<file path="src/rtl/m_or_carry_reinject_ctrl.sv">
// Window controller for a cascaded-OR stochastic adder: counts ones lost to OR collisions
// and re-injects them into idle output slots. Re-injection is enabled by `OR_CARRY_REINJECT_EN.
module m_or_carry_reinject_ctrl #(
  parameter int LEN = 256,
  parameter int LW  = 16,
  parameter int CW  = 8
) (
  input  logic          clk,
  input  logic          rst_n,
  input  logic          start,
  input  logic          en,
  input  logic          or_in,
  input  logic          carry0,
  input  logic          carry1,
  output logic          out,
  output logic          busy,
  output logic          done,
  output logic [CW-1:0] pend,
  output logic          ovf
);

  typedef enum logic [1:0] {S_IDLE, S_RUN, S_DONE} state_t;

  localparam logic [CW-1:0] PEND_MAX = '1;
  localparam logic [LW-1:0] CNT_LAST = LW'(LEN - 1);

  state_t        state, state_nxt;
  logic [LW-1:0] cnt, cnt_nxt;
  logic [CW-1:0] pend_nxt;
  logic          ovf_nxt;
  logic          out_nxt;
  logic [1:0]    lost;
  logic          drain;
  logic [CW:0]   sum;

  always_ff @(posedge clk or negedge rst_n) begin
    if (!rst_n) begin
      state <= S_IDLE;
      cnt   <= '0;
      pend  <= '0;
      ovf   <= 1'b0;
      out   <= 1'b0;
    end else begin
      state <= state_nxt;
      cnt   <= cnt_nxt;
      pend  <= pend_nxt;
      ovf   <= ovf_nxt;
      out   <= out_nxt;
    end
  end

  always_comb begin
    state_nxt = state;
    cnt_nxt   = cnt;
    pend_nxt  = pend;
    ovf_nxt   = ovf;
    out_nxt   = 1'b0;
    lost      = {1'b0, carry0} + {1'b0, carry1};
`ifdef OR_CARRY_REINJECT_EN
    drain     = ~or_in & (pend != '0);
`else
    drain     = 1'b0;
`endif
    // One extra bit so a full counter plus two lost ones is still visible as overflow.
    sum       = {1'b0, pend} + (CW+1)'(lost) - (CW+1)'(drain);

    case (state)
      S_IDLE: begin
        if (start) begin
          state_nxt = S_RUN;
          cnt_nxt   = '0;
          pend_nxt  = '0;
          ovf_nxt   = 1'b0;
        end
      end
      S_RUN: begin
        if (en) begin
          cnt_nxt = cnt + LW'(1);
          if (sum > {1'b0, PEND_MAX}) begin
            pend_nxt = PEND_MAX;
            ovf_nxt  = 1'b1;
          end else begin
            pend_nxt = sum[CW-1:0];
          end
`ifdef OR_CARRY_REINJECT_EN
          out_nxt = or_in | (pend != '0);
`else
          out_nxt = or_in;
`endif
          if (cnt == CNT_LAST) state_nxt = S_DONE;
        end
      end
      S_DONE:  state_nxt = S_IDLE;
      default: state_nxt = S_IDLE;
    endcase
  end

  assign busy = (state == S_RUN);
  assign done = (state == S_DONE);

endmodule

</file>
<file path="config.mk">
export PLATFORM = sky130hd
export DESIGN_NAME = m_or_carry_reinject_ctrl
export DESIGN_NICKNAME = d
export VERILOG_FILES = /design/src/rtl/m_or_carry_reinject_ctrl.sv
export SDC_FILE = /design/constraint.sdc
export NUM_CORES = 1
export LEC_CHECK = 0
export BUFFER_PORTS_ARGS = -buffer_cell sky130_fd_sc_hd__clkbuf_2
export CORE_MARGIN = 5
export CORE_UTILIZATION = 45
export CTS_BUF_LIST = sky130_fd_sc_hd__clkbuf_4 sky130_fd_sc_hd__clkbuf_8
export DETAILED_ROUTE_END_ITERATION = 10
export GPL_ROUTABILITY_DRIVEN = 0
export SLEW_MARGIN = 20
export SYNTH_ARGS = -nofsm -noshare
export SYNTH_HDL_FRONTEND = slang
export SYNTH_SLANG_ARGS = --single-unit
</file>
<file path="constraint.sdc">
create_clock -name clk -period 2 [get_ports clk]
set_input_delay 0.2 -clock clk [delete_from_list [all_inputs] [get_ports clk]]
set_output_delay 0.2 -clock clk [all_outputs]
set_load 0.1 [all_outputs]
</file>
* Word-level counts from Yosys, hierarchy flattened
Index checks and enable logic that the tools add are counted. Widths: inputs -> output; s select.
Storage, ports and cells: register bits after elaboration 28, input bits 7, word-level logic and storage cells 38
Operators by class: add/sub/neg operators 3, magnitude comparators 1, equality and inequality tests 7, muxes and demuxes 17, reduce and logical (&&, ||, !) cells 5
Operators with widths (number):
- $mux 16 | 2
- $pmux 16 s2 | 1
- $mux 8 | 3
- $add 16x1->16 const B | 1
- $eq 16x8->1 const B | 1
- $pmux 8 s2 | 1
- $add 8x2->9 | 1
- $gt 9x8->1 const B | 1
- $mux 2 | 3
- $reduce_and 3->1 | 2
- $mux 1 | 5
- $ne 2x1->1 const B | 2
- $ne 2x2->1 const B | 2
- $pmux 2 s2 | 1
- $reduce_and 4->1 | 1
- $add 1x1->2 | 1
- $eq 2x1->1 const B | 1
- $eq 2x2->1 const B | 1
- $logic_not 2->1 | 1
- $pmux 1 s2 | 1
- $reduce_bool 2->1 | 1

* Logic depth before layout (Yosys ltp)
Gate-level depths: netlist of the first run.
depth after elaboration 6, mapped depth 6

* Worst setup path after synthesis of the first run
No wires, ideal clock.
path type register to output, start point register state[1], end point output port done, arrival 2013 ps, required time 1800 ps, setup slack -213 ps, cell stages (with the launch flop) 3, buffers on the path 1, path through dfrtp_1 > clkbuf_1 > nor2b_1
On the way: cells in the longest elaborated chain, start to end 1
Ends and longest elaborated chain:
- from (decl) | RTL line 27 | state_t state, state_nxt;
- from (signal assigned) | RTL line 44 | state <= state_nxt;
- $eq 2x2->1 | RTL line 99 | assign done = (state == S_DONE);
- to (decl) | RTL line 17 | output logic done,
No other way between the ends.

* Final worst setup path of the first run
start point register state[0], end point register cnt[15]
On the way: cells in the longest elaborated chain, start to end 3
Ends and longest elaborated chain:
- $eq 2x1->1 / $logic_not 2->1 (equally long branches) | RTL line 67 | case (state)
- $ne 2x2->1 (no source line) / $reduce_bool 2->1 (equally long branches)
- $reduce_and 3->1 (no source line)
- to (signal assigned) | RTL line 45 | cnt <= cnt_nxt;
- to (decl) | RTL line 28 | logic [LW-1:0] cnt, cnt_nxt;
Several ways; a longest one is shown, not always the timed one. A chain may end at the register's enable or synchronous reset.

==> results of run 1 <==
==> worst paths after layout <==
| kind | start | slack (ns) | to |
|---|---|---|---|
| max | state[0] | 0.19 | cnt[15] |
| min | or_in | 0.06 | out |
| max reg2reg | state[0] | 0.19 | cnt[15] |
| min reg2reg | cnt[0] | 0.51 | cnt[0] |
| max in group asynchronous | rst_n | 1.11 | pend[0] |
| min in group asynchronous | rst_n | 0.41 | pend[3] |
==> cells by family after synthesis <==
logic type	share of synthesized area, %
flip-flops	47.7
XOR/XNOR	3.58
adder cells (fa/ha/maj)	3.07
AND/OR/NAND/NOR	26.7
multiplexers	0.938
AO/OA/AOI/OAI	15.7
buffers and inverters	2.30
==> cells in the mapped netlist, types with 2 or more instances <==
cell / instances
nor3_1: 4
nor2_1: 18
nand2_1: 17
nand4_1: 5
a41o_1: 2
dfrtp_1: 28
o21ai_0: 8
nor2b_1: 2
ha_1: 2
clkbuf_1: 6
nand3_1: 5
and2_1: 2
a22oi_1: 2
nand3b_1: 2
o31ai_1: 3
a21oi_1: 8
nor4_1: 6
and3_1: 3
a31oi_1: 3
o211ai_1: 2
or4_1: 2
xnor2_1: 4
xor2_1: 2
or3_1: 2
==> worst max-delay path: stages, from the launching register on <==
cell and delay [ns]:
dfrtp_1 0.43, mux2i_2 0.21, or4_4 0.56, or4_1 0.41, a21oi_1 0.14
==> layout make-up <==
| cell class | instances | area (µm²) |
|---|---|---|
| clock buffer | 3 | 22.5 |
| fill | 291 | 1410 |
| clock inverter | 1 | 30.0 |
| tap | 44 | 55.1 |
| multi-input combinational | 120 | 738 |
| timing repair buffer | 25 | 145 |
| inverter | 1 | 3.75 |
| sequential | 28 | 702 |
==> metal layers <==
metal / up-vias / track usage (%) / part of all wire [%]
met4: 0 / 4.05 / 0.90
met2: 24 / 25.3 / 44
met3: 2 / 3.71 / 3.8
li1: 617 / - / -
met1: 595 / 23.3 / 51
met5: - / 0 / 0
==> stage by stage <==
| step | total power, W | setup WS, ns | util, % |
|---|---|---|---|
| floorplan | 0.00125 | 0.0548 | - |
| global route | 0.00183 | 0.0727 | 54.7 |
| finish | 0.00174 | 0.189 | 54.7 |
| global placement | 0.00136 | 0.258 | 52.7 |
| CTS | 0.00175 | 0.186 | 54.7 |
| detailed placement | 0.00137 | 0.221 | 52.7 |
==> power by group through the flow <==
stage | registers (W) | clock network, W | logic (W)
4_1_cts | 0.000778 | 0.000386 | 0.000590
3_5_place_dp | 0.000788 | 0 | 0.000585
3_3_place_gp | 0.000787 | 0 | 0.000575
2_1_floorplan | 0.00106 | 0 | 0.000181
6_report | 0.000779 | 0.000380 | 0.000585
5_1_grt | 0.000796 | 0.000411 | 0.000627
==> registers in the layout, summed over array words and instances (netlist names) <==
| register | flops |
|---|---|
| state | 2 |
| cnt | 16 |
| ovf | 1 |
| out | 1 |
| pend | 8 |
==> timing repair <==
item / 4_1_cts / 5_1_grt
hold endpoints to repair: 28 / 0
buffers inserted: 0 / 0
hold buffers: 1 / 0
==> metrics, run 1 <==
vias per inst=5.58; fmax=0.552 GHz; Final Instance Count excl. Fillers=222; Skew-Pair Late Insertion Delay=0.34 ns; CTS Sinks=28; Port Buf Inserts=18; via count=1238; Tcrit/Tclk final=90.6%; EDFF count, synth=0; clock share of power=21.8%; post-synth top area share=47.7%; root buf cell=clkbuf_4; Async SR Flop Fraction=100%; antenna-violating nets left=0; Syn-to-layout area delta=15.6%; share of cells above drive strength 1=20.2%; Max FO, Critical Path=7; Internal Dissipation=0.00100 W; Nets=189; commonest cells after routing, fill and taps aside=dfrtp_1 (27), nor2_1 (18), clkbuf_2 (18), nand2_1 (17); pin count of the biggest net entering global routing=29; CP endpoint kind=register; synth unique cells=42; WHS=0.0633 ns; worst ir drop on vdd=854 µV; clock-pin slew on the worst setup and hold paths=0.16 ns; Final Max Tran Viols=0; final wirelength=3.23 mm; RSZ-0062 raised after global routing=no; commonest non-fill, non-tap cell in the layout=dfrtp_1; WP data required=2.27 ns; ant diodes=0; Max clock buf depth=2; Max-Cap Viols=0; number of global-route vias before repair=1179; CTS buffer count=3; min cycle time layout=1.81 ns; Main synth FF type=dfrtp_1; Setup crit start kind=register; R2R depth=4; post-CTS resize count=0; Sw Ratio=42.4%; syn_area_per_cell=9.41 µm²; Mapped Cells=156; leading area contributor after synthesis=dfrtp_1; worst slew pin tran=0.697 ns; WL/cell=14.5 µm; DP HPWL=2.33 mm; total negative slack=0 ns; first-pass GRT wire length=5.63 mm; GRT Util Overall=16.4%; DR iter-0 viols=51; DRC=0; Reg power frac=44.7%; status=complete, no violations; Die Width=67.1 µm; Net Count, Synth=166; NetSw=0.000739 W; Hold Path Class=in -> reg; max_slew headroom=53.5%; Std-Cell Rows=20; final instance area=1700 µm²; Hold Path Depth=2; 1st-pass router iterations=4; Initial Util=47.3%; total grt overflow=0; initial antenna violation count=0; boundary pin count=19; placed cells=217; Area contributors post-synth=dfrtp_1 (48%), nor2_1 (4.6%), nand2_1 (4.3%), a21oi_1 (2.7%), o21ai_0 (2.7%); CTS HTree Levels=1; CTS tree=yes; WS Path Type=reg -> reg; Synthesis Warnings=0; die height=67.1 µm; CP arrival=2.08 ns; share of the yosys chip area belonging to registers=47.7%; power per cell area=1030 nW/µm²; final setup vio count=0; area of the die=4500 µm²; core area=3100 µm²; part of the power in combinational logic=33.5%; Placed Area=1630 µm²; final hold vios=0; Leakage=0.747 nW; Final Skew=0.0156 ns; Synth Cell Area=1470 µm²; #FFs+latches synth=28
Power figures use the tool's default switching activity.
==> run 2: changes to the inputs <==
--- a/config.mk
+++ b/config.mk
@@ -6,7 +6,7 @@
 export NUM_CORES = 1
 export LEC_CHECK = 0
 export BUFFER_PORTS_ARGS = -buffer_cell sky130_fd_sc_hd__clkbuf_2
-export CORE_MARGIN = 5
+export CORE_MARGIN = 10
 export CORE_UTILIZATION = 45
 export CTS_BUF_LIST = sky130_fd_sc_hd__clkbuf_4 sky130_fd_sc_hd__clkbuf_8
 export DETAILED_ROUTE_END_ITERATION = 10
==> run 2 against run 1 <==
Compared with the run above:
- die area up 32%
- critical path depth unchanged
- maximum frequency up 0.56%
- utilization down 0.29 points
- total power down 7.1%
- sequential share of layout area up 0.56 points
- cell count unchanged
- combinational power about the same
- first-iteration DRC count up 110%
==> metrics, run 2 (synthesis gave the netlist of run 1 again) <==
status=complete, no violations (unchanged); Hold Path Class=in -> reg (unchanged); Die Width=77.1 µm (was 67.1 µm); Setup crit start kind=register (unchanged); core area=3080 µm² (was 3100 µm²); WS Path Type=reg -> reg (unchanged); r2r setup slk=0.20 ns (was 0.19 ns); max reg flops=16 (unchanged); Placed Area=1630 µm² (unchanged); CTS tree=yes (unchanged); commonest non-fill, non-tap cell in the layout=dfrtp_1 (unchanged); fill cell count=297 (was 291); total area of sequential cells=702 µm² (unchanged); Port Buf Inserts=18 (unchanged); Skew-Pair Late Insertion Delay=0.33 ns (was 0.34 ns); CP endpoint kind=register (unchanged); final instance area=1670 µm² (was 1700 µm²); critical-path cell list=mux2i_2 > or4_4 > or4_1 > a21oi_1 (unchanged); power per cell area=968 nW/µm² (was 1030 nW/µm²); Nets=189 (unchanged); worst slew pin tran=0.700 ns (was 0.697 ns); slowest stage cell, crit path=or4_4 (unchanged); number of global-route vias before repair=1228 (was 1179); Max clock buf depth=2 (unchanged); Critical Path Max Stage Delay=0.57 ns (was 0.56 ns); min cycle time layout=1.80 ns (was 1.81 ns); DP HPWL=2.53 mm (was 2.33 mm); die height=77.1 µm (was 67.1 µm); Max FO, Critical Path=7 (unchanged); CTS Sinks=28 (unchanged); fmax=0.555 GHz (was 0.552 GHz); 1st-pass router iterations=4 (unchanged); Final Skew=0.00598 ns (was 0.0156 ns); total negative slack=0 ns (unchanged); commonest cells after routing, fill and taps aside=dfrtp_1 (27), nor2_1 (18), clkbuf_2 (18), nand2_1 (17) (unchanged); DR iter-0 viols=109 (was 51); CTS HTree Levels=1 (unchanged); GRT Util Overall=11.8% (was 16.4%); Max-Cap Viols=0 (unchanged); Final Instance Count excl. Fillers=222 (unchanged); final setup vio count=0 (unchanged); Std-Cell Rows=20 (unchanged); root buf cell=clkbuf_4 (unchanged); final hold vios=0 (unchanged); Final Max Tran Viols=0 (unchanged); ant diodes=0 (unchanged); Initial Util=47.7% (was 47.3%); boundary pin count=19 (unchanged); final core utilization=54.4% (was 54.7%); pin count of the biggest net entering global routing=29 (unchanged); placed cells=217 (unchanged); DRC=0 (unchanged); worst ir drop on vdd=1210 µV (was 854 µV); Tcrit/Tclk final=90.1% (was 90.6%); WL/cell=15.4 µm (was 14.5 µm); cell family with most CP delay=simple AND/OR/NAND/NOR gates (unchanged); CTS buffer count=3 (unchanged); RSZ-0062 raised after global routing=no (unchanged); total grt overflow=0 (unchanged); Largest regs=cnt: 16 flops, pend: 8 flops, state: 2 flops (unchanged); first-pass GRT wire length=5.87 mm (was 5.63 mm); final wirelength=3.42 mm (was 3.23 mm); clock-pin slew on the worst setup and hold paths=0.15 ns (was 0.16 ns); Syn-to-layout area delta=14.1% (was 15.6%); CP arrival=2.06 ns (was 2.08 ns); Multi-input gate area=738 µm² (unchanged); Biggest register=cnt (unchanged); CP bufs+invs=0 (unchanged); Leakage=0.738 nW (was 0.747 nW); max_slew headroom=53.3% (was 53.5%); area of the die=5950 µm² (was 4500 µm²); WP data required=2.26 ns (was 2.27 ns); antenna-violating nets left=0 (unchanged); initial antenna violation count=0 (unchanged); vias per inst=5.67 (was 5.58); share of cells above drive strength 1=20.2% (unchanged); via count=1259 (was 1238)
run 2: worst register-to-register path: stages, from the launching register on:
cell and delay [ns]:
dfrtp_1 0.42, mux2i_2 0.20, or4_4 0.57, or4_1 0.41
a21oi_1 0.14
run 2: what timing repair did:
item                       4_1_cts  5_1_grt
hold buffers                     1        0
setup buffers                    0        0
setup endpoints to repair        0        0
hold endpoints to repair        28        0
gates resized for setup          0        0
run 2: final timing paths:
| path | start | to | cells past startpoint |
|---|---|---|---|
| setup / recovery | state[0] | cnt[15] | 4 |
| hold / removal | or_in | out | 2 |
| setup reg to reg | state[0] | cnt[15] | 4 |
| hold reg to reg | cnt[0] | cnt[0] | 1 |
| max in group asynchronous | rst_n | pend[0] | 2 |
| min in group asynchronous | rst_n | cnt[1] | 2 |
run 2: where the power goes:
part	switching [W]	total [W]	internal (W)
clock	0.000165	0.000256	0.0000917
sequential	0.000116	0.000781	0.000665
combinational	0.000446	0.000583	0.000136
total	0.000727	0.00162	0.000893
run 2: layout make-up:
type | instances | share of cell area [%]
tap | 44 | 3.29
sequential | 28 | 41.9
timing repair buffer | 25 | 8.67
clock buffer | 4 | 1.79
inverter | 1 | 0.224
multi-input combinational | 120 | 44.1
run 2: metrics by stage:
stage	hold slack (ns)	power [W]	setup WS [ns]
finish	0.0621	0.00162	0.199
detailed placement	0.292	0.00138	0.218
floorplan	-0.0956	0.00125	0.0548
global placement	0.285	0.00136	0.255
global route	0.0477	0.00172	0.0718
CTS	0.0572	0.00164	0.196
run 2: metal layers:
metal	track usage [%]	share of wire, %	vias up
li1	-	-	619
met1	15.8	50	612
met2	17.0	44	26
met3	3.38	4.9	2
met4	5.47	0.70	0
met5	0	0	-
==> run 3: changes to the inputs <==
--- a/config.mk
+++ b/config.mk
@@ -6,7 +6,7 @@
 export NUM_CORES = 1
 export LEC_CHECK = 0
 export BUFFER_PORTS_ARGS = -buffer_cell sky130_fd_sc_hd__clkbuf_2
-export CORE_MARGIN = 10
+export CORE_ASPECT_RATIO = 1.2
 export CORE_UTILIZATION = 45
 export CTS_BUF_LIST = sky130_fd_sc_hd__clkbuf_4 sky130_fd_sc_hd__clkbuf_8
 export DETAILED_ROUTE_END_ITERATION = 10
==> constraint.sdc (replaced) <==
create_clock -name clk -period 2 [get_ports clk]
set_input_delay 0.1 -clock clk [delete_from_list [all_inputs] [get_ports clk]]
set_output_delay 0.1 -clock clk [all_outputs]
set_load 0.1 [all_outputs]
==> run 3 against run 2 <==
Compared with the run above:
- clock skew fell by 0.0030 ns
- highest routed layer unchanged
- largest power group unchanged
- non-clock buffer count rose by 1
- maximum frequency down 2.7%
- clock power is 46% higher
- clock-buffer cell count is 1 lower
==> metrics, run 3 (synthesis gave the netlist of run 1 again) <==
status=complete, no violations (unchanged); worst reg2reg path startpoint=state[0] (unchanged); total grt overflow=0 (unchanged); WP data required=2.26 ns (about the same); Largest regs=cnt: 16 flops, pend: 8 flops, state: 2 flops (unchanged); via count=1257 (was 1259); critical-path cell list=mux2i_2 > or4_4 > or4_1 > a21oi_1 (unchanged); Skew-Pair Late Insertion Delay=0.33 ns (about the same); Final Max Tran Viols=0 (unchanged); final setup vio count=0 (unchanged); power per cell area=1020 nW/µm² (was 968 nW/µm²); DRC=0 (unchanged); core area=3080 µm² (about the same); max reg flops=16 (unchanged); Setup crit start=state[0] (unchanged); clock-pin slew on the worst setup and hold paths=0.16 ns (was 0.15 ns); Setup crit start kind=register (unchanged); Hold Path Depth=2 (unchanged); Hold Crit Start=en (was or_in); min cycle time layout=1.85 ns (was 1.80 ns); commonest non-fill, non-tap cell in the layout=dfrtp_1 (unchanged); Max FO, Critical Path=7 (unchanged); Final Skew=0.00293 ns (was 0.00598 ns); Leakage=0.751 nW (was 0.738 nW); Biggest register=cnt (unchanged); first-pass GRT wire length=5.58 mm (was 5.87 mm); total area of sequential cells=702 µm² (unchanged); root buf cell=clkbuf_4 (unchanged); Critical R2R Capture=cnt[15] (unchanged); 1st-pass router iterations=4 (unchanged); WS Path Type=reg -> reg (unchanged); Nets=190 (was 189); fmax=0.540 GHz (was 0.555 GHz); Worst Hold End=state[0] (was out); Std-Cell Rows=22 (was 20); Hold Path Class=in -> reg (unchanged); DP HPWL=2.40 mm (was 2.53 mm); CP endpoint kind=register (unchanged); ant diodes=0 (unchanged); total negative slack=0 ns (unchanged); boundary pin count=19 (unchanged); vias per inst=5.85 (was 5.67); Critical Path Max Stage Delay=0.56 ns (was 0.57 ns); final wirelength=3.27 mm (was 3.42 mm); max_slew headroom=53.8% (was 53.3%); CP arrival=2.11 ns (was 2.06 ns); area of the die=3490 µm² (was 5950 µm²); DR iter-0 viols=34 (was 109); Tcrit/Tclk final=92.5% (was 90.1%); CTS Sinks=28 (unchanged); postcts setup bufs=0 (unchanged); Port Buf Inserts=18 (unchanged); Max-Cap Viols=0 (unchanged); Die Width=54.1 µm (was 77.1 µm); Initial Util=47.6% (was 47.7%); Multi-input gate area=738 µm² (unchanged); CTS buffer count=3 (unchanged); commonest cells after routing, fill and taps aside=dfrtp_1 (27), nor2_1 (18), clkbuf_2 (18), nand2_1 (17) (unchanged); slowest stage cell, crit path=or4_4 (unchanged); GRT Util Overall=21.6% (was 11.8%); R2R depth=4 (unchanged); WL/cell=15.2 µm (was 15.4 µm); antenna-violating nets left=0 (unchanged); fill cell count=290 (was 297); CTS tree=yes (unchanged); r2r setup slk=0.15 ns (was 0.20 ns); Max clock buf depth=2 (unchanged); Overall Power=0.00174 W (was 0.00162 W); CTS HTree Levels=1 (unchanged); pin count of the biggest net entering global routing=29 (unchanged); number of global-route vias before repair=1238 (was 1228); die height=64.6 µm (was 77.1 µm); worst slew pin tran=0.694 ns (was 0.700 ns); initial antenna violation count=0 (unchanged); final hold vios=0 (unchanged); share of cells above drive strength 1=20.1% (was 20.2%); Syn-to-layout area delta=15.6% (was 14.1%); worst ir drop on vdd=835 µV (was 1210 µV); RSZ-0062 raised after global routing=no (unchanged)
## run 3: cell types whose count changed in the layout (fill, tap and decap cells not counted), sizes merged
cell,before,now
clkbuf,22,21
bufinv,0,1
dlygate4sd3,1,2
## run 3: worst max path at each step
stage                    to  slack [ns]  depth (start not counted)
global placement    cnt[15]        0.25                          4
global route        cnt[15]        0.04                          4
finish              cnt[15]        0.15                          4
detailed placement  pend[5]        0.18                          6
floorplan               ovf        0.05                          5
CTS                 pend[5]        0.16                          6
## run 3: timing repair
action / CTS / global route
hold endpoints to repair: 29 / 0
resized for setup: 0 / 0
hold buffers: 2 / 0
## run 3: final cells by class
cell class	count	share of cell area, %
Clock buffer	3	1.33
Sequential cell	28	41.4
Timing Repair Buffer	26	9.14
Tap cell	36	2.65
Inverter	1	0.221
Multi-Input combinational cell	120	43.5
Clock inverter	1	1.77
## run 3: worst max-delay path: cells and delay by family (launching register included)
family	cells	cell delay [ns]
multiplexers	1	0.20
AO/OA/AOI/OAI	1	0.18
AND/OR/NAND/NOR	2	0.97
flip-flops	1	0.43
## run 3: metal layers
metal  GRT usage (%)  vias up  part of all wire [%]
li1                -      623                     -
met1            27.5      602                    46
met2            37.0       30                    50
met3            2.11        2                   3.6
met4            6.73        0                  0.70
met5               0        -                     0
## run 3: power breakdown
group	switching [W]	internal, W	total (W)
Sequential	0.000115	0.000665	0.000779
Clock	0.000172	0.000203	0.000375
Combinational	0.000444	0.000139	0.000583
## run 3: metrics by stage
| step | setup WS [ns] | hold WS [ns] | cells | util, % | instance area, µm² |
|---|---|---|---|---|---|
| 2_1_floorplan | 0.0548 | -0.196 | 156 | - | 1470 |
| 3_3_place_gp | 0.251 | 0.176 | 209 | 52.7 | 1620 |
| 3_5_place_dp | 0.182 | 0.180 | 209 | 52.7 | 1620 |
| 4_1_cts | 0.161 | 0.0139 | 215 | 55.0 | 1700 |
| 5_1_grt | 0.0415 | 0.0101 | 215 | 55.0 | 1700 |
| 6_report | 0.149 | 0.0224 | 215 | 55.0 | 1700 |
